### src/rtl/mem_access_unit.sv
// rtl/mem_access_unit.sv - core load/store sequencer onto a word-wide memory port with sub-word RMW
// Byte/half support is built only when LSU_SUBWORD_EN is defined; otherwise only aligned words are legal.
module mem_access_unit #(
  parameter logic [31:0] IDLE_ADDR = 32'h0000_0000
) (
  input  logic        clk_in,
  input  logic        rst_in,
  input  logic        req_valid_in,
  output logic        req_ready_out,
  input  logic        req_we_in,
  input  logic [1:0]  req_size_in,
  input  logic        req_unsigned_in,
  input  logic [31:0] req_addr_in,
  input  logic [31:0] req_wdata_in,
  output logic        resp_valid_out,
  output logic [31:0] resp_rdata_out,
  output logic        resp_err_out,
  output logic [31:0] mem_addr_out,
  output logic [31:0] mem_wr_data_out,
  output logic        mem_we_out,
  input  logic [31:0] mem_rd_data_in
);

  typedef enum logic [2:0] {
    S_IDLE = 3'd0,
    S_RD   = 3'd1,
    S_CAP  = 3'd2,
    S_WR   = 3'd3,
    S_RESP = 3'd4
  } state_t;

  state_t      r_state;
  state_t      w_next;
  logic        r_we;
  logic        r_err;
  logic [31:0] r_mem_addr;
  logic [31:0] r_mem_wdata;
  logic        r_mem_we;
  logic        r_resp_valid;
  logic [31:0] r_resp_rdata;
  logic        r_resp_err;
  logic        w_accept;
  logic        w_req_err;
  logic [31:0] w_load_data;
  logic [31:0] w_merge_data;

  assign w_accept      = req_valid_in && (r_state == S_IDLE);
  assign req_ready_out = (r_state == S_IDLE);

`ifdef LSU_SUBWORD_EN
  logic [1:0]  r_size;
  logic        r_unsigned;
  logic [1:0]  r_lane;
  logic [31:0] r_wdata;
  logic [7:0]  w_byte;
  logic [15:0] w_half;

  assign w_req_err = (req_size_in == 2'b11)
                  || ((req_size_in == 2'b01) && req_addr_in[0])
                  || ((req_size_in == 2'b10) && (req_addr_in[1:0] != 2'b00));

  always_ff @(posedge clk_in) begin
    if (w_accept) begin
      r_size     <= req_size_in;
      r_unsigned <= req_unsigned_in;
      r_lane     <= req_addr_in[1:0];
      r_wdata    <= req_wdata_in;
    end
  end

  // Lane pick for loads and lane overwrite for RMW stores; word size passes straight through.
  always_comb begin
    w_byte       = mem_rd_data_in[{r_lane, 3'b000} +: 8];
    w_half       = mem_rd_data_in[{r_lane[1], 4'b0000} +: 16];
    w_load_data  = mem_rd_data_in;
    w_merge_data = mem_rd_data_in;
    case (r_size)
      2'b00: begin
        w_load_data = {{24{~r_unsigned & w_byte[7]}}, w_byte};
        w_merge_data[{r_lane, 3'b000} +: 8] = r_wdata[7:0];
      end
      2'b01: begin
        w_load_data = {{16{~r_unsigned & w_half[15]}}, w_half};
        w_merge_data[{r_lane[1], 4'b0000} +: 16] = r_wdata[15:0];
      end
      default: begin
        w_load_data  = mem_rd_data_in;
        w_merge_data = r_wdata;
      end
    endcase
  end
`else
  logic w_unused_unsigned;

  assign w_unused_unsigned = req_unsigned_in;
  assign w_req_err    = (req_size_in != 2'b10) || (req_addr_in[1:0] != 2'b00);
  assign w_load_data  = mem_rd_data_in;
  assign w_merge_data = mem_rd_data_in;
`endif

  always_comb begin
    w_next = r_state;
    case (r_state)
      S_IDLE: begin
        if (w_accept) begin
          if (w_req_err)                              w_next = S_RESP;
          else if (req_we_in && req_size_in == 2'b10) w_next = S_WR;
          else                                        w_next = S_RD;
        end
      end
      S_RD:    w_next = S_CAP;
      S_CAP:   w_next = r_we ? S_WR : S_RESP;
      S_WR:    w_next = S_RESP;
      S_RESP:  w_next = S_IDLE;
      default: w_next = S_IDLE;
    endcase
  end

  always_ff @(posedge clk_in) begin
    if (rst_in) begin
      r_state      <= S_IDLE;
      r_we         <= 1'b0;
      r_err        <= 1'b0;
      r_mem_addr   <= IDLE_ADDR;
      r_mem_wdata  <= '0;
      r_mem_we     <= 1'b0;
      r_resp_valid <= 1'b0;
      r_resp_rdata <= '0;
      r_resp_err   <= 1'b0;
    end else begin
      r_state      <= w_next;
      r_mem_we     <= (w_next == S_WR);
      r_resp_valid <= (r_state == S_RESP);
      r_resp_err   <= (r_state == S_RESP) && r_err;
      // Rejected requests never drive a real address onto the memory port.
      if (w_accept) begin
        r_we         <= req_we_in;
        r_err        <= w_req_err;
        r_resp_rdata <= '0;
        r_mem_addr   <= w_req_err ? IDLE_ADDR : {req_addr_in[31:2], 2'b00};
        if (req_we_in && !w_req_err) r_mem_wdata <= req_wdata_in;
      end else if (w_next == S_RESP || w_next == S_IDLE) begin
        r_mem_addr <= IDLE_ADDR;
      end
      if (r_state == S_CAP) begin
        if (r_we) r_mem_wdata  <= w_merge_data;
        else      r_resp_rdata <= w_load_data;
      end
    end
  end

  assign resp_valid_out  = r_resp_valid;
  assign resp_rdata_out  = r_resp_rdata;
  assign resp_err_out    = r_resp_err;
  assign mem_addr_out    = r_mem_addr;
  assign mem_wr_data_out = r_mem_wdata;
  assign mem_we_out      = r_mem_we;

endmodule

### config.mk
export PLATFORM = sky130hd
export DESIGN_NAME = mem_access_unit
export DESIGN_NICKNAME = d
export VERILOG_FILES = /design/src/rtl/mem_access_unit.sv
export SDC_FILE = /design/constraint.sdc
export NUM_CORES = 1
export LEC_CHECK = 0
export ABC_AREA = 1
export ABC_CLOCK_PERIOD_IN_PS = 2300
export CORE_UTILIZATION = 43
export DETAILED_ROUTE_END_ITERATION = 8
export PLACE_DENSITY = 0.88
export SETUP_SLACK_MARGIN = 0.05
export SLEW_MARGIN = 20
export SYNTH_ARGS = -nofsm -noshare
export SYNTH_HDL_FRONTEND = slang
export SYNTH_SLANG_ARGS = --single-unit
### constraint.sdc
create_clock -name clk_in -period 2.3 [get_ports clk_in]
set_input_delay 0.46 -clock clk_in [delete_from_list [all_inputs] [get_ports clk_in]]
set_output_delay 0.46 -clock clk_in [all_outputs]
set_load 0.03 [all_outputs]
==> key figures <==
Setup path
  • Worst Reg-to-Reg Cells: 6
  • Worst setup path startpoint: r_state[2]
  • Slowest library cell on the worst path: clkdlybuf4s50_1
  • Crit-path max cell delay: 0.67 ns
  • Max FO, Critical Path: 5
  • CP startpoint kind: register
  • Crit Path Class: reg -> out
  • R2r endpoint: mem_wr_data_out[28]
  • CP endpoint kind: output port
  • RR Startpoint: r_state[2]
  • Reg2Reg Setup Slack: 0.41 ns
  • Crit-path cells: nor2_2, nand2_1, inv_1, clkdlybuf4s50_1
  • WP data arrival: 1.68 ns
  • CP required: 1.84 ns

Floorplan
  • Die height: 98.9 um
  • Starting density of the core: 45.4%
  • Core Box Area: 0.00889 mm^2
  • IO Pins: 203
  • DIE WIDTH: 98.9 um
  • Die area: 0.00978 mm^2
  • Row cnt: 34

Finish
  • Final instance area: 0.00629 mm^2
  • Nets: 809
  • Fraction of layout cells with a size suffix above 1: 6.61%
  • Utilization after layout: 70.8%
  • Area delta synth->final: 55.9%
  • # diodes: 0

Routing
  • DRT Wirelength: 12.6 mm
  • Detailed router's first-iteration violation count: 198
  • Routed Antenna Nets: 0
  • Vias: 4,281
  • WL per Instance: 15.3 um
  • Via density: 5.23
  • 1st-pass router iterations: 4
  • Drc violations: 0

Power
  • Pwr Density: 515 mW/mm^2
  • Leakage dissipation: 2.28 nW
  • Sw power: 0.810 mW
  • Cell-internal power: 2.43 mW
  • Sequential Power Share: 55.5%
  • Clk network pwr share: 31.9%
  • Total Power: 3.24 mW
  • Switching share of power: 25.0%
  • Combinational cell fraction of total power: 12.6%
  • Peak VDD IR: 0.000291 V

Placed design
  • Place WS: -0.0247 ns
  • I/O Buffers: 199
  • GP Congestion: 0.808
  • Dpl cell area: 0.00612 mm^2
  • HPWL Detailed: 9.21 mm

Logic synthesis
  • Synthesized area: 0.00404 mm^2
  • Largest area contributor in the netlist: dfxtp_1
  • Netlist cell types: 24
  • Area contributors post-synth: dfxtp_1 51%, a21oi_1 11%, nand2_1 8.3%
  • Synthesized flop and latch total: 102
  • Yosys top cell area share: 50.6%
  • Avg Inst Size Synth: 7.66 um^2
  • Share of the yosys chip area belonging to registers: 50.6%
  • Warnings, synthesis: 0
  • Gate Count Post-Synth: 527

Clock network
  • Clock Root Buffer: clkbuf_8
  • Clock sink count: 102
  • CTS tree: done
  • H-tree Lvls: 3
  • Postcts setup bufs: 0
  • Clock Latency Late Sink: 0.36 ns
  • Post-cts sizing count: 0
  • Hold_buf cts: 0
  • Clock-pin transition on the worst setup and hold timing paths: 0.09 ns
  • CTS max path bufs: 2
  • CTS Buf Count: 9

GRT
  • First-pass GRT wire length: 19.7 mm
  • Overall global routing resource usage: 25.4%
  • Initial antenna violation count: 0
  • Pin count of the biggest net entering global routing: 66
  • Grt ovf: 0
  • Vias in the first global route: 4,084

Worst hold path
  • Hold Startpoint: r_err
  • Worst Hold Path EP: resp_err_out
  • Worst hold-check path type: reg -> reg
  • Hold Crit Depth: 2

STA
  • Period utilization: 93.0%
  • Final min period: 2.14 ns
  • Final Max Tran Viols: 0
  • Max-slew headroom: 56.7%
  • RSZ-0062 raised after global routing: false
  • Final Skew: 0.0106 ns
  • F_max: 0.468 GHz
  • Final TNS setup: 0 ns
  • Slew @ Worst Pin: 0.649 ns
  • Setup WS post-layout: 0.162 ns
  • Endpoints failing setup: 0
  • Final hold vios: 0

Outcome
  • Status: completed

Run
  • Max-cap viol count: 0
-- flip-flops by register name, summed over array words and instances, names as in the netlist --
name,count
resp_err_out,1
r_we,1
resp_valid_out,1
mem_we_out,1
r_state,3
r_err,1
mem_wr_data_out,32
resp_rdata_out,32
mem_addr_out,30
-- placed cells by master, fill, tap and decap left out, types with 2 or more instances in the layout --
master	count
or2_0	17
or2_1	3
clkbuf_8	10
o21ai_0	58
or2_2	12
nand2_2	3
inv_1	23
clkdlybuf4s50_1	199
nor2_1	8
clkinv_2	2
clkinvlp_4	2
nor3_1	3
buf_4	10
nand2_1	87
conb_1	2
a21oi_1	87
dfxtp_1	102
buf_12	3
nand3_1	52
o21ai_1	20
-- final cells by class --
class | count | area, um^2
inverter | 24 | 90.1
timing repair buffer | 212 | 2130
fill | 697 | 2600
tap | 108 | 135
multi-input combinational | 357 | 1730
clock inverter | 5 | 33.8
clock buffer | 11 | 141
sequential | 102 | 2040
-- metrics by stage --
stage / cells / hold WS (ns)
5_1_grt: 819 / 0.488
3_5_place_dp: 803 / 0.441
6_report: 819 / 0.459
4_1_cts: 819 / 0.457
3_3_place_gp: 803 / 0.437
2_1_floorplan: 528 / 0.424
-- cell usage after synthesis --
library cell	instances
dfxtp_1	102
conb_1	1
nand3_2	1
nor3_1	3
o21ai_1	20
or2_0	17
nand3_1	52
a211oi_1	1
nand2_2	1
or2_2	12
inv_1	23
inv_2	1
buf_4	2
nor2_4	1
a21oi_1	87
nand4_1	1
buf_2	10
nor2_2	1
clkbuf_1	27
nor2_1	8
o21ai_0	58
or2_1	3
nand2_1	89
buf_1	6
-- logic make-up after synthesis --
group	share of synthesized area, %
flip-flops	50.6
AO/OA/AOI/OAI	20.6
other	0.0929
buffers and inverters	6.91
AND/OR/NAND/NOR	21.8
-- worst max path at each step --
stage                                     end  slack [ns]
after floorplan            mem_wr_data_out[0]        0.76
after global placement     mem_wr_data_out[6]        0.04
after detailed placement  mem_wr_data_out[28]       -0.02
after CTS                       req_ready_out        0.15
after global routing            req_ready_out        0.06
final                           req_ready_out        0.16
-- worst max-delay path: cells and delay by family (launching register included) --
family / cells / cell delay [ns]
buffers and inverters: 2 / 0.72
flip-flops: 1 / 0.37
AND/OR/NAND/NOR: 2 / 0.24
-- metal layers --
layer	wire length [um]	global-route usage, %
met3	1060	7.52
met1	5010	28.3
met2	6180	44.9
met4	324	11.0
met5	0	0
-- power groups by stage --
stage / Clock [mW] / Combinational (mW) / Sequential, mW
finish: 1.03 / 0.408 / 1.80
global route: 1.13 / 0.439 / 1.80
CTS: 1.06 / 0.410 / 1.80
detailed placement: 0 / 0.408 / 1.84
global placement: 0 / 0.401 / 1.84
floorplan: 0 / 0.127 / 1.87
(Power assumes the default switching activity.)
==> patch, RTL diff (same settings) <==
Remove the register `r_resp_err`: a continuous assignment takes its place, so the output `resp_err_out` follows one clock earlier.
--- a/src/rtl/mem_access_unit.sv
+++ b/src/rtl/mem_access_unit.sv
@@ -126,12 +126,10 @@
       r_mem_we     <= 1'b0;
       r_resp_valid <= 1'b0;
       r_resp_rdata <= '0;
-      r_resp_err   <= 1'b0;
     end else begin
       r_state      <= w_next;
       r_mem_we     <= (w_next == S_WR);
       r_resp_valid <= (r_state == S_RESP);
-      r_resp_err   <= (r_state == S_RESP) && r_err;
       // Rejected requests never drive a real address onto the memory port.
       if (w_accept) begin
         r_we         <= req_we_in;
@@ -149,6 +147,8 @@
     end
   end
 
+  assign r_resp_err = (r_state == S_RESP) && r_err;
+
   assign resp_valid_out  = r_resp_valid;
   assign resp_rdata_out  = r_resp_rdata;
   assign resp_err_out    = r_resp_err;
Behaviour: not the same (Yosys sat finds a counterexample within 4 cycles, from zero or initial values and one cycle with rst_in high).
==> patch against the original RTL <==
Worst hold slack better by 0.0052 ns. Clock power is 21% higher. Total power is 6.4% higher. Sequential cell count is 1 lower. Die area is 0.33% higher. Global-route usage is 0.26 points higher. Routed wire length is 1.1% lower. Worst setup slack better by 0.0059 ns. Synthesized area is 0.34% higher. Design area is 0.76% higher. Final cell count is 0.49% higher. Combinational power is 2% higher. Sequential share of layout area is 0.56 points lower. First-iteration DRC count is 31% lower.
==> patch: results (changes against the original RTL) <==
The flow ran to the end, and the final reports show no timing, DRC or antenna violations. The clock tree skew after final layout is 0.0104 ns (-0.000183 ns). The proportion of synthesized chip area in sequential cells came out at 49.9% (-0.67 points). The number of cells traversed by the worst register-to-register path came to 5 (-1).

The worst slack on hold paths came out at 0.464 ns (+0.00520 ns). The mean instance size in the synthesized netlist is 7.66 sq um (about the same). The peak per-stage delay on the critical path is 0.69 ns (+0.02 ns). The via count of the first global-routing pass is 4183 (+2.4%). The first-pass GRT wire length is 19.9 mm (+1.3%). The final weighted congestion in routability-driven placement is 0.844 (+4.5%). The fraction of final layout cells sized beyond drive strength 1 came out at 6.88% (+0.27 points). The number of filler cells placed in the layout is 744 (+6.7%). The maximum ir drop on the vdd rail was 0.000395 V (+36%). The number of vias after detailed routing came out at 4285 (+0.093%). The number of H-tree branching levels came out at 3 (unchanged). The total wire length came out at 12.4 mm (-1.1%). STA puts the critical path data arrival time at around 1.7 ns. The violation count after the first detailed-routing iteration is 136 (-31%). The total setup buffers inserted after CTS is 0 (unchanged). The most critical setup path has its endpoint at resp_err_out.

The largest delay contributor family on the critical path is buffers and inverters. The maximum fanout along the worst path came out at 5 (unchanged). The number of buffers added on ports came out at 199 (unchanged).

The endpoint identified for the worst register-to-register timing path is resp_rdata_out[25]. The net count of the finished layout is 810 (+0.12%). The internal reg-to-reg setup slack is 0.57 ns (+0.16 ns). The path with the worst hold slack has its endpoint at resp_rdata_out[30].

The total leakage power is 2.32 nW (+1.7%). The number of antenna cells inserted came out at 0 (unchanged). The number of unique standard cell types used by synthesis came out at 25 (+4.2%). The actual transition at the worst max-transition pin came to 0.680 ns (+0.0305 ns). The maximum number of pins on one net before global-route repair is 67 (+1.5%). The setup slack at placement came out at -0.0229 ns (+0.00182 ns). The count of instances resized after the clock tree is built was 0 (unchanged).

The HPWL reported at the end of detailed placement came out at 8.81 mm (-4.3%). The startpoint identified for the worst hold timing path is resp_rdata_out[30]. The tightest min-delay check is of the register to register type.

The per-cell via count in the routed design is 5.21 (-0.39%). The total net switching power came out at 0.000816 W (+0.78%). The worst setup margin is 0.168 ns (+0.00585 ns). The commonest cells after synthesis are 101 x dfxtp_1, 91 x nand2_1, 87 x a21oi_1, 56 x o21ai_0, 54 x nand3_1. By area the synthesized netlist is led by dfxtp_1 50%, a21oi_1 11%, nand2_1 8.4%. The overall routing resource usage is 25.7% (+0.26 points).

After clock tree synthesis, the clock-pin slew on the worst setup and hold paths is 0.10 ns. The iteration count of the initial detailed-routing pass is 5 (+1). The number of buffers created by CTS is 9 (unchanged).
patch: changes by cell type after synthesis, sizes merged:
cell   unedited run  this run
nand2            90        92
nand3            53        55
o21ai            78        76
dfxtp           102       101
inv              24        25
nor2             10        11
nor3              3         2
patch: logic make-up (layout without fill, tap and decap cells):
family | count (synthesis) | after routing | synth area share, %
and+or+nand+nor | 193 | 193 | 22.1
AOI/OAI and AO/OA | 164 | 164 | 20.3
DFF | 101 | 101 | 49.9
buffers and inverters | 70 | 252 | 7.57
other | 1 | 2 | 0.0926
patch: tightest hold or removal path, stage by stage, from the launching register on:
cell	delay (ns)
dfxtp_1	0.32
nand2_1	0.06
a21oi_1	0.05
patch: through the flow:
| step | instance area [sq um] | total power, W |
|---|---|---|
| after floorplan | 4060 | 0.00198 |
| after global placement | 6120 | 0.00223 |
| after detailed placement | 6120 | 0.00224 |
| after CTS | 6340 | 0.00348 |
| after global routing | 6340 | 0.00360 |
| final | 6340 | 0.00345 |
patch: routing by layer:
metal | vias to the layer above | part of all wire, % | global-route usage, %
met1 | 1977 | 39 | 27.5
met2 | 169 | 50 | 45.3
li1 | 2117 | - | -
met5 | - | 0 | 0
met4 | 0 | 2.7 | 11.0
met3 | 22 | 8.7 | 9.50
patch: power groups by stage:
stage / registers (W) / logic, W / clock network, W
6_report: 0.00178 / 0.000415 / 0.00125
5_1_grt: 0.00179 / 0.000447 / 0.00137
4_1_cts: 0.00178 / 0.000417 / 0.00128
3_5_place_dp: 0.00182 / 0.000414 / 0
3_3_place_gp: 0.00182 / 0.000408 / 0
2_1_floorplan: 0.00185 / 0.000130 / 0
patch: final cells by class:
class	count	share of cell area (%)
sequential	101	31.9
clock buffer	10	2.17
inverter	25	1.48
multi-input combinational	359	27.3
clock inverter	6	1.36
timing repair buffer	211	33.6
tap	111	2.19
